## src/rtl/seq_carry_skip_adder.sv

```systemverilog
// Byte-serial adder/subtractor with a carry-skip datapath that
// evaluates one BLOCK-bit slice per cycle and keeps an accumulator.
module seq_carry_skip_adder #(
   parameter int WIDTH = 16,
   parameter int BLOCK = 4
) (
   input  logic       clk,
   input  logic       rst_n,
   input  logic       start,
   input  logic [1:0] mode,
   input  logic       in_valid,
   output logic       in_ready,
   input  logic [7:0] in_data,
   output logic       out_valid,
   input  logic       out_ready,
   output logic [7:0] out_data,
   output logic       carry_out,
   output logic       overflow,
   output logic       busy
);

   localparam int NBYTES = WIDTH / 8;
   localparam int NSL    = WIDTH / BLOCK;
   localparam int BCW    = (NBYTES > 1) ? $clog2(NBYTES) : 1;
   localparam int SCW    = (NSL > 1) ? $clog2(NSL) : 1;

   typedef enum logic [2:0] {
      S_IDLE,
      S_LOAD_A,
      S_LOAD_B,
      S_COMPUTE,
      S_OUT
   } state_t;

   state_t           r_state;
   state_t           w_next;
   logic [1:0]       r_mode;
   logic [WIDTH-1:0] r_a;
   logic [WIDTH-1:0] r_b;
   logic [WIDTH-1:0] r_r;
   logic [WIDTH-1:0] r_sum;
   logic [BCW-1:0]   r_byte_cnt;
   logic [SCW-1:0]   r_slice_cnt;
   logic             r_carry;
   logic             r_carry_out;
   logic             r_overflow;

   logic             w_byte_last;
   logic             w_slice_last;
   logic             w_in_fire;
   logic             w_out_fire;
   int               w_by_sh;
   int               w_sl_sh;
   logic [WIDTH-1:0] w_byte_ins;
   logic [WIDTH-1:0] w_byte_mask;
   logic [WIDTH-1:0] w_opa;
   logic [WIDTH-1:0] w_opb;
   logic [WIDTH-1:0] w_sl_mask;
   logic [WIDTH-1:0] w_sum_new;
   logic [BLOCK-1:0] w_a_sl;
   logic [BLOCK-1:0] w_b_sl;
   logic [BLOCK-1:0] w_x;
   logic [BLOCK-1:0] w_s;
   logic [BLOCK:0]   w_c;
   logic             w_p;
   logic             w_cout;

   assign w_byte_last  = (r_byte_cnt == BCW'(NBYTES - 1));
   assign w_slice_last = (r_slice_cnt == SCW'(NSL - 1));
   assign w_in_fire    = in_valid & in_ready;
   assign w_out_fire   = out_valid & out_ready;
   assign w_by_sh      = int'(r_byte_cnt) * 8;
   assign w_sl_sh      = int'(r_slice_cnt) * BLOCK;

   always_comb begin
      w_next    = r_state;
      in_ready  = 1'b0;
      out_valid = 1'b0;
      busy      = 1'b1;
      unique case (r_state)
         S_IDLE: begin
            busy = 1'b0;
            if (start)
               w_next = mode[1] ? S_LOAD_B : S_LOAD_A;
         end
         S_LOAD_A: begin
            in_ready = 1'b1;
            if (w_in_fire && w_byte_last)
               w_next = S_LOAD_B;
         end
         S_LOAD_B: begin
            in_ready = 1'b1;
            if (w_in_fire && w_byte_last)
               w_next = S_COMPUTE;
         end
         S_COMPUTE: begin
            if (w_slice_last)
               w_next = S_OUT;
         end
         S_OUT: begin
            out_valid = 1'b1;
            if (w_out_fire && w_byte_last)
               w_next = S_IDLE;
         end
         default: w_next = S_IDLE;
      endcase
   end

   assign w_byte_ins  = WIDTH'(in_data) << w_by_sh;
   assign w_byte_mask = WIDTH'(8'hFF) << w_by_sh;

   // One carry-skip slice; the skip mux only steers the carry chain,
   // sum bits always come from the ripple carries.
   always_comb begin
      w_opa     = r_mode[1] ? r_r : r_a;
      w_opb     = r_mode[0] ? ~r_b : r_b;
      w_a_sl    = BLOCK'(w_opa >> w_sl_sh);
      w_b_sl    = BLOCK'(w_opb >> w_sl_sh);
      w_x       = '0;
      w_s       = '0;
      w_c       = '0;
      w_c[0]    = r_carry;
      for (int i = 0; i < BLOCK; i++) begin
         w_x[i]   = w_a_sl[i] ^ w_b_sl[i];
         w_s[i]   = w_x[i] ^ w_c[i];
         w_c[i+1] = (w_a_sl[i] & w_b_sl[i]) | (w_x[i] & w_c[i]);
      end
      w_p       = &w_x;
      w_cout    = w_p ? r_carry : w_c[BLOCK];
      w_sl_mask = WIDTH'({BLOCK{1'b1}}) << w_sl_sh;
      w_sum_new = (r_sum & ~w_sl_mask) | (WIDTH'(w_s) << w_sl_sh);
   end

   always_ff @(posedge clk or negedge rst_n) begin
      if (!rst_n) begin
         r_state     <= S_IDLE;
         r_mode      <= 2'b00;
         r_a         <= '0;
         r_b         <= '0;
         r_r         <= '0;
         r_sum       <= '0;
         r_byte_cnt  <= '0;
         r_slice_cnt <= '0;
         r_carry     <= 1'b0;
         r_carry_out <= 1'b0;
         r_overflow  <= 1'b0;
      end else begin
         r_state <= w_next;
         unique case (r_state)
            S_IDLE: begin
               if (start) begin
                  r_mode      <= mode;
                  r_carry     <= mode[0];
                  r_byte_cnt  <= '0;
                  r_slice_cnt <= '0;
                  r_sum       <= '0;
               end
            end
            S_LOAD_A: begin
               if (w_in_fire) begin
                  r_a        <= (r_a & ~w_byte_mask) | w_byte_ins;
                  r_byte_cnt <= w_byte_last ? '0 : r_byte_cnt + 1'b1;
               end
            end
            S_LOAD_B: begin
               if (w_in_fire) begin
                  r_b        <= (r_b & ~w_byte_mask) | w_byte_ins;
                  r_byte_cnt <= w_byte_last ? '0 : r_byte_cnt + 1'b1;
               end
            end
            S_COMPUTE: begin
               r_sum   <= w_sum_new;
               r_carry <= w_cout;
               if (w_slice_last) begin
                  r_slice_cnt <= '0;
                  r_r         <= w_sum_new;
                  r_carry_out <= w_cout;
                  r_overflow  <= w_c[BLOCK-1] ^ w_cout;
               end else begin
                  r_slice_cnt <= r_slice_cnt + 1'b1;
               end
            end
            S_OUT: begin
               if (w_out_fire)
                  r_byte_cnt <= w_byte_last ? '0 : r_byte_cnt + 1'b1;
            end
            default: ;
         endcase
      end
   end

   assign out_data  = out_valid ? 8'(r_r >> w_by_sh) : 8'h00;
   assign carry_out = r_carry_out;
   assign overflow  = r_overflow;

endmodule

```

## config.mk

```make
export PLATFORM = sky130hd
export DESIGN_NAME = seq_carry_skip_adder
export DESIGN_NICKNAME = d
export VERILOG_FILES = /design/src/rtl/seq_carry_skip_adder.sv
export SDC_FILE = /design/constraint.sdc
export NUM_CORES = 1
export LEC_CHECK = 0
export CAP_MARGIN = 20
export CORE_MARGIN = 1.5
export CORE_UTILIZATION = 63
export DETAILED_ROUTE_END_ITERATION = 8
export MAX_ROUTING_LAYER = met4
export PLACE_DENSITY = 0.87
export SETUP_SLACK_MARGIN = 0.4
export SYNTH_ARGS = -nofsm -noshare
export SYNTH_HDL_FRONTEND = slang
export SYNTH_SLANG_ARGS = --single-unit
```

## constraint.sdc

```tcl
create_clock -name clk -period 10.7 [get_ports clk]
set_input_delay 3.21 -clock clk [delete_from_list [all_inputs] [get_ports clk]]
set_output_delay 3.21 -clock clk [all_outputs]
set_load 0.005 [all_outputs]
```

==> results.yml, run 1 <==
yosys:
  yosys_warnings: 0
  synth-edff-count: 0
  synth.yosys.seq_area_share: 0.471
  synthCells: 331
  ys_types: 40
  syn_area_um2: 3780
  synthesis.nets: 358
  ys_seq_elements: 71
  synthArstFlopShare: 1.00
  postSynthAreaPerCell_um2: 11.4
  ys.flop_type: "dfrtp_1"
floorplan:
  io_pins: 28
  die_height_um: 80.4
  fp.dieArea_um2: 6470
  dieWidth_um: 80.4
  rows: 28
  initial_core_util: 0.645
  coreArea_um2: 5850
global_routing:
  grt_max_degree: 72
  gr-total-overflow: 0
  grt_pass1_vias: 2718
  gr-usage-all-layers: 0.303
  antenna_found_initial: 0
  grt_pass1_wl_um: 13800
status:
  status: "finished, final reports clean"
timing:
  hold_violations: 0
  slew_viol_final: 0
  fmax_ghz: 0.185
  skew_ns: 0.00883
  finalSetupTns_ns: 0
  fin_crit_ns: 5.39
  max_slew.worst_pin.slew_ns: 0.882
  timing.final.crit_share: 0.504
  setup_viol: 0
  slew_headroom: 0.412
  rsz0062_at_grt: "no"
clock_tree:
  clockBufferDepth: 2
  cts_buffers: 9
  root_buffer: "clkbuf_8"
  cts_resized: 0
  htreeDepth: 3
  cts_num_sinks: 71
  cts_tree: "built"
  clk_pin_slew_worst_paths_ns: 0.07
  insertion_delay_ns: 0.35
  postCtsSetupRepairBufs: 0
  cts-hold-fix-buffers: 0
routing:
  vias_per_cell: 6.26
  drt_iter0_drc: 236
  drc: 0
  ant_nets: 0
  postRouteWirelength_um: 8540
  wl_per_cell_um: 19.6
  drtPass1Iterations: 5
  vias: 2730
final_layout:
  mostFrequentLayoutCells: "71 x dfrtp_1, 44 x mux2_2, 43 x nand2_1, 26 x clkdlybuf4s50_1"
  drive_above_1_share: 0.227
  layout_commonest_cell: "dfrtp_1"
  finalCoreUtilization: 0.729
  finalInstanceArea_um2: 4270
  fin_nets: 383
  insertedDiodeCount: 0
  finalNonFillerCells: 436
  n_fill_cell: 386
  area_delta_synth_final_pct: 13.0
worst_setup_path:
  required_ns: 7.49
  arrival_ns: 2.18
  start_kind: "flop"
  critPathKind: "flop to output pin"
  crit_fanout: 20
  cp-end-kind: "output pin"
place:
  portBuffers: 27
  placed_cell_area_um2: 4060
  dp_hpwl_um: 5740
  dp_cells: 419
  place_congestion: 0.950
run:
  maxCapViolations: 0
power:
  p_leak_nw: 1.86
  p_per_area_nw_per_um2: 371
  vdd_ir_drop_max_mv: 0.209
min_path:
  hp-class: "flop to flop"
report_power, final:
part | internal [mW] | total (mW) | switching (mW)
clock | 0.113 | 0.212 | 0.0994
sequential | 0.390 | 0.510 | 0.119
combinational | 0.398 | 0.861 | 0.463
total | 0.902 | 1.58 | 0.682
final timing paths:
kind                                       startpoint                    endpoint  slack (ns)  depth (start not counted)
max                            r_state[1]$_DFFE_PN0P_                 out_data[4]        5.31                          4
min                              r_sum[9]$_DFFE_PN0P_        r_sum[9]$_DFFE_PN0P_        0.48                          2
max reg2reg                r_slice_cnt[0]$_DFFE_PN0P_          r_r[7]$_DFFE_PN0P_        6.77                         10
min reg2reg                      r_sum[9]$_DFFE_PN0P_        r_sum[9]$_DFFE_PN0P_        0.48                          2
max in group asynchronous                       rst_n  r_slice_cnt[0]$_DFFE_PN0P_        7.07                          2
min in group asynchronous                       rst_n                   async pin        3.05                          2
Yosys cell counts, drive strengths merged, types with 8 or more instances:
master	count	area, µm²
nor2	13	48.8
nand2	44	168
inv	21	78.8
buf	12	77.6
ha	8	100
a21oi	8	40.0
dfrtp	71	1780
mux2i	8	80.1
o21ai	20	100
mux4	12	270
mux2	44	495
o22ai	10	62.6
nand3	9	45.0
cell families (layout without fill, tap and decap cells):
group | after synthesis | in the layout | synth area share
and+or+nand+nor | 86 | 86 | 0.111
buffers and inverters | 39 | 69 | 0.0474
AOI/OAI and AO/OA | 53 | 53 | 0.0855
muxes | 64 | 64 | 0.224
xor gates and xnor gates | 6 | 6 | 0.0139
DFF | 71 | 71 | 0.471
adders and majority gates | 12 | 12 | 0.0477
per-layer routing:
layer / wire, µm / GRT usage / part of all wire / vias up
li1: - / - / - / 1209
met1: 3560 / 0.402 / 0.42 / 1344
met2: 4140 / 0.460 / 0.48 / 151
met3: 586 / 0.0398 / 0.069 / 26
met4: 256 / 0.159 / 0.030 / 0
met5: 0 / - / 0 / -
critical path: stages (launching register included):
cell	delay [ns]
dfrtp_1	0.61
nor2_1	0.27
nand2_2	0.18
nor2_1	0.24
clkdlybuf4s50_1	0.53
area by class of cell:
type	count	area, µm²	share of cell area
Clock inverter	4	45.0	0.0106
Clock buffer	12	145	0.0340
Tap cell	75	93.8	0.0220
Multi-Input combinational cell	221	1820	0.427
Timing Repair Buffer	31	303	0.0710
Inverter	22	82.6	0.0194
Sequential cell	71	1780	0.416
metrics by stage:
stage	setup slack [ns]	hold WS, ns	total power, mW
2_1_floorplan	6.51	0.450	1.11
5_1_grt	5.20	0.518	1.68
3_3_place_gp	5.75	0.464	1.30
3_5_place_dp	5.67	0.471	1.35
6_report	5.31	0.483	1.58
4_1_cts	5.33	0.486	1.57
Power figures use the tool's default switching activity.
==> run 2: changes to the inputs <==
Settings changed: CORE_UTILIZATION 63 to 53, PLACE_DENSITY 0.87 to 0.78.
Clock period 10.7 ns to 4.9 ns, I/O delays scaled along.
==> run 2 against run 1 <==
  * Wire length up 2.2%
  * Highest routed layer unchanged
  * Final area up 2.2%
  * Sequential power up 120%
  * Global-route usage down 4.0 points
  * Via count down 2.3%
  * Core utilization down 9.1 points
  * Clock power rose to 2.7 times the previous value
==> results.yml, run 2 (same netlist as run 1, synthesis figures left out) <==
final_layout:
  mostFrequentLayoutCells: "71 x dfrtp_1, 44 x mux2_2, 43 x nand2_1, 26 x clkdlybuf4s50_1"
  n_fill_cell: 550
  layout_commonest_cell: "dfrtp_1"
  drive_above_1_share: 0.227
  multi_input_area_um2: 1820
  fin_nets: 384
  area_delta_synth_final_pct: 15.5
  insertedDiodeCount: 0
  finalCoreUtilization: 0.638
  seqCellArea_um2: 1780
clock_tree:
  cts_resized: 0
  root_buffer: "clkbuf_8"
  cts_buffers: 9
  clk_pin_slew_worst_paths_ns: 0.08
  cts_num_sinks: 71
  postCtsSetupRepairBufs: 0
  clockBufferDepth: 2
  cts-hold-fix-buffers: 0
  insertion_delay_ns: 0.35
  cts_tree: "built"
  htreeDepth: 3
timing:
  slew_viol_final: 0
  timing.final.crit_share: 0.756
  rsz0062_at_grt: "no"
  setup_viol: 0
  finalSetupTns_ns: 0
  slew_headroom: 0.532
  skew_ns: 0.0128
  fin_crit_ns: 3.70
  hold_violations: 0
  fmax_ghz: 0.270
  max_slew.worst_pin.slew_ns: 0.702
  holdWs_ns: 0.485
worst_setup_path:
  critPathMaxStageDelay_ns: 0.66
  critPathSlowestCell: "fa_1"
  crit_fanout: 9
  start_kind: "flop"
  worstPathCellList: "mux4_2, nand2_1, and2_1, fa_1, fa_1, fa_1, fa_1, o22ai_1, mux2_2"
  crit_family: "adder cells"
  worst_path_most_repeated_cell: "fa_1"
  r2r_slack_ns: 1.20
  r2r_start: "r_mode[1]$_DFFE_PN0P_"
  arrival_ns: 3.94
  cp-end-kind: "flop"
  required_ns: 5.13
  critPathKind: "flop to flop"
  r2r-end: "r_r[7]$_DFFE_PN0P_"
  critPathBufInv: 0
  cp.depth: 9
  reg2reg_depth: 9
min_path:
  min_to: "r_sum[8]$_DFFE_PN0P_"
  holdPathStages: 2
  min-delay-start: "r_sum[8]$_DFFE_PN0P_"
  hp-class: "flop to flop"
routing:
  drtPass1Iterations: 5
  ant_nets: 0
  drc: 0
  drt_iter0_drc: 198
  wl_per_cell_um: 19.1
  vias: 2667
  vias_per_cell: 5.82
  postRouteWirelength_um: 8730
power:
  p_leak_nw: 1.89
  p_per_area_nw_per_um2: 807
  vdd_ir_drop_max_mv: 0.336
global_routing:
  antenna_found_initial: 0
  gr-total-overflow: 0
  grt_pass1_wl_um: 14300
  grt_pass1_vias: 2693
  gr-usage-all-layers: 0.263
  grt_max_degree: 47
status:
  status: "finished, final reports clean"
run:
  maxCapViolations: 0
floorplan:
  rows: 30
  fp.dieArea_um2: 7640
  coreArea_um2: 6830
  dieWidth_um: 87.4
  io_pins: 28
  initial_core_util: 0.553
  die_height_um: 87.4
place:
  dp_hpwl_um: 5980
  portBuffers: 27
  place_congestion: 0.870
## run 2: cell types whose count changed in the layout (fill, tap and decap cells not counted), sizes merged
| cell | delta |
|---|---|
| clkinv | -3 |
| buf | +1 |
| bufinv | +2 |
| clkbuf | +1 |
## run 2: stage by stage
step / cells / power, mW / area [µm²] / worst slack (ns)
after floorplan: 331 / 2.43 / 3780 / 1.45
after global placement: 440 / 2.86 / 4090 / 1.38
after detailed placement: 440 / 2.91 / 4090 / 1.29
after CTS: 456 / 3.51 / 4330 / 1.20
after global routing: 458 / 3.76 / 4360 / 1.03
final: 458 / 3.52 / 4360 / 1.20
## run 2: where the power goes
part	switching (mW)	leakage, nW	internal, mW
Combinational	0.948	0.881	0.864
Clock	0.217	0.118	0.353
Sequential	0.284	0.892	0.853
## run 2: worst max path at each step
| stage | start | end | slack (ns) |
|---|---|---|---|
| final | r_mode[1]$_DFFE_PN0P_ | r_r[7]$_DFFE_PN0P_ | 1.20 |
| after global routing | r_mode[1]$_DFFE_PN0P_ | r_r[7]$_DFFE_PN0P_ | 1.03 |
| after CTS | r_mode[1]$_DFFE_PN0P_ | r_r[7]$_DFFE_PN0P_ | 1.20 |
| after detailed placement | r_mode[1]$_DFFE_PN0P_ | r_r[7]$_DFFE_PN0P_ | 1.29 |
| after global placement | r_mode[1]$_DFFE_PN0P_ | r_r[7]$_DFFE_PN0P_ | 1.38 |
| after floorplan | r_slice_cnt[0]$_DFFE_PN0P_ | r_r[7]$_DFFE_PN0P_ | 1.45 |
## run 2: layout make-up
class | instances | area share
multi-input cells | 221 | 0.417
flip-flops and latches | 71 | 0.407
repair buffers | 32 | 0.0740
clock buffers | 13 | 0.0341
well taps | 96 | 0.0275
clock inverters | 3 | 0.0207
inverters | 22 | 0.0189
## run 2: metal layers
layer / wire (µm) / global-route usage / vias to the layer above
li1: - / - / 1210
met1: 3820 / 0.353 / 1328
met5: 0 / - / -
met2: 4220 / 0.384 / 120
met4: 102 / 0.0678 / 0
met3: 586 / 0.0919 / 9
## run 2: worst reg2reg max path, stage by stage, from the launching register on
cell and delay (ns):
dfrtp_1 0.56, mux4_2 0.42, nand2_1 0.06, and2_1 0.19, fa_1 0.41, fa_1 0.41, fa_1 0.44, fa_1 0.66
o22ai_1 0.15, mux2_2 0.28
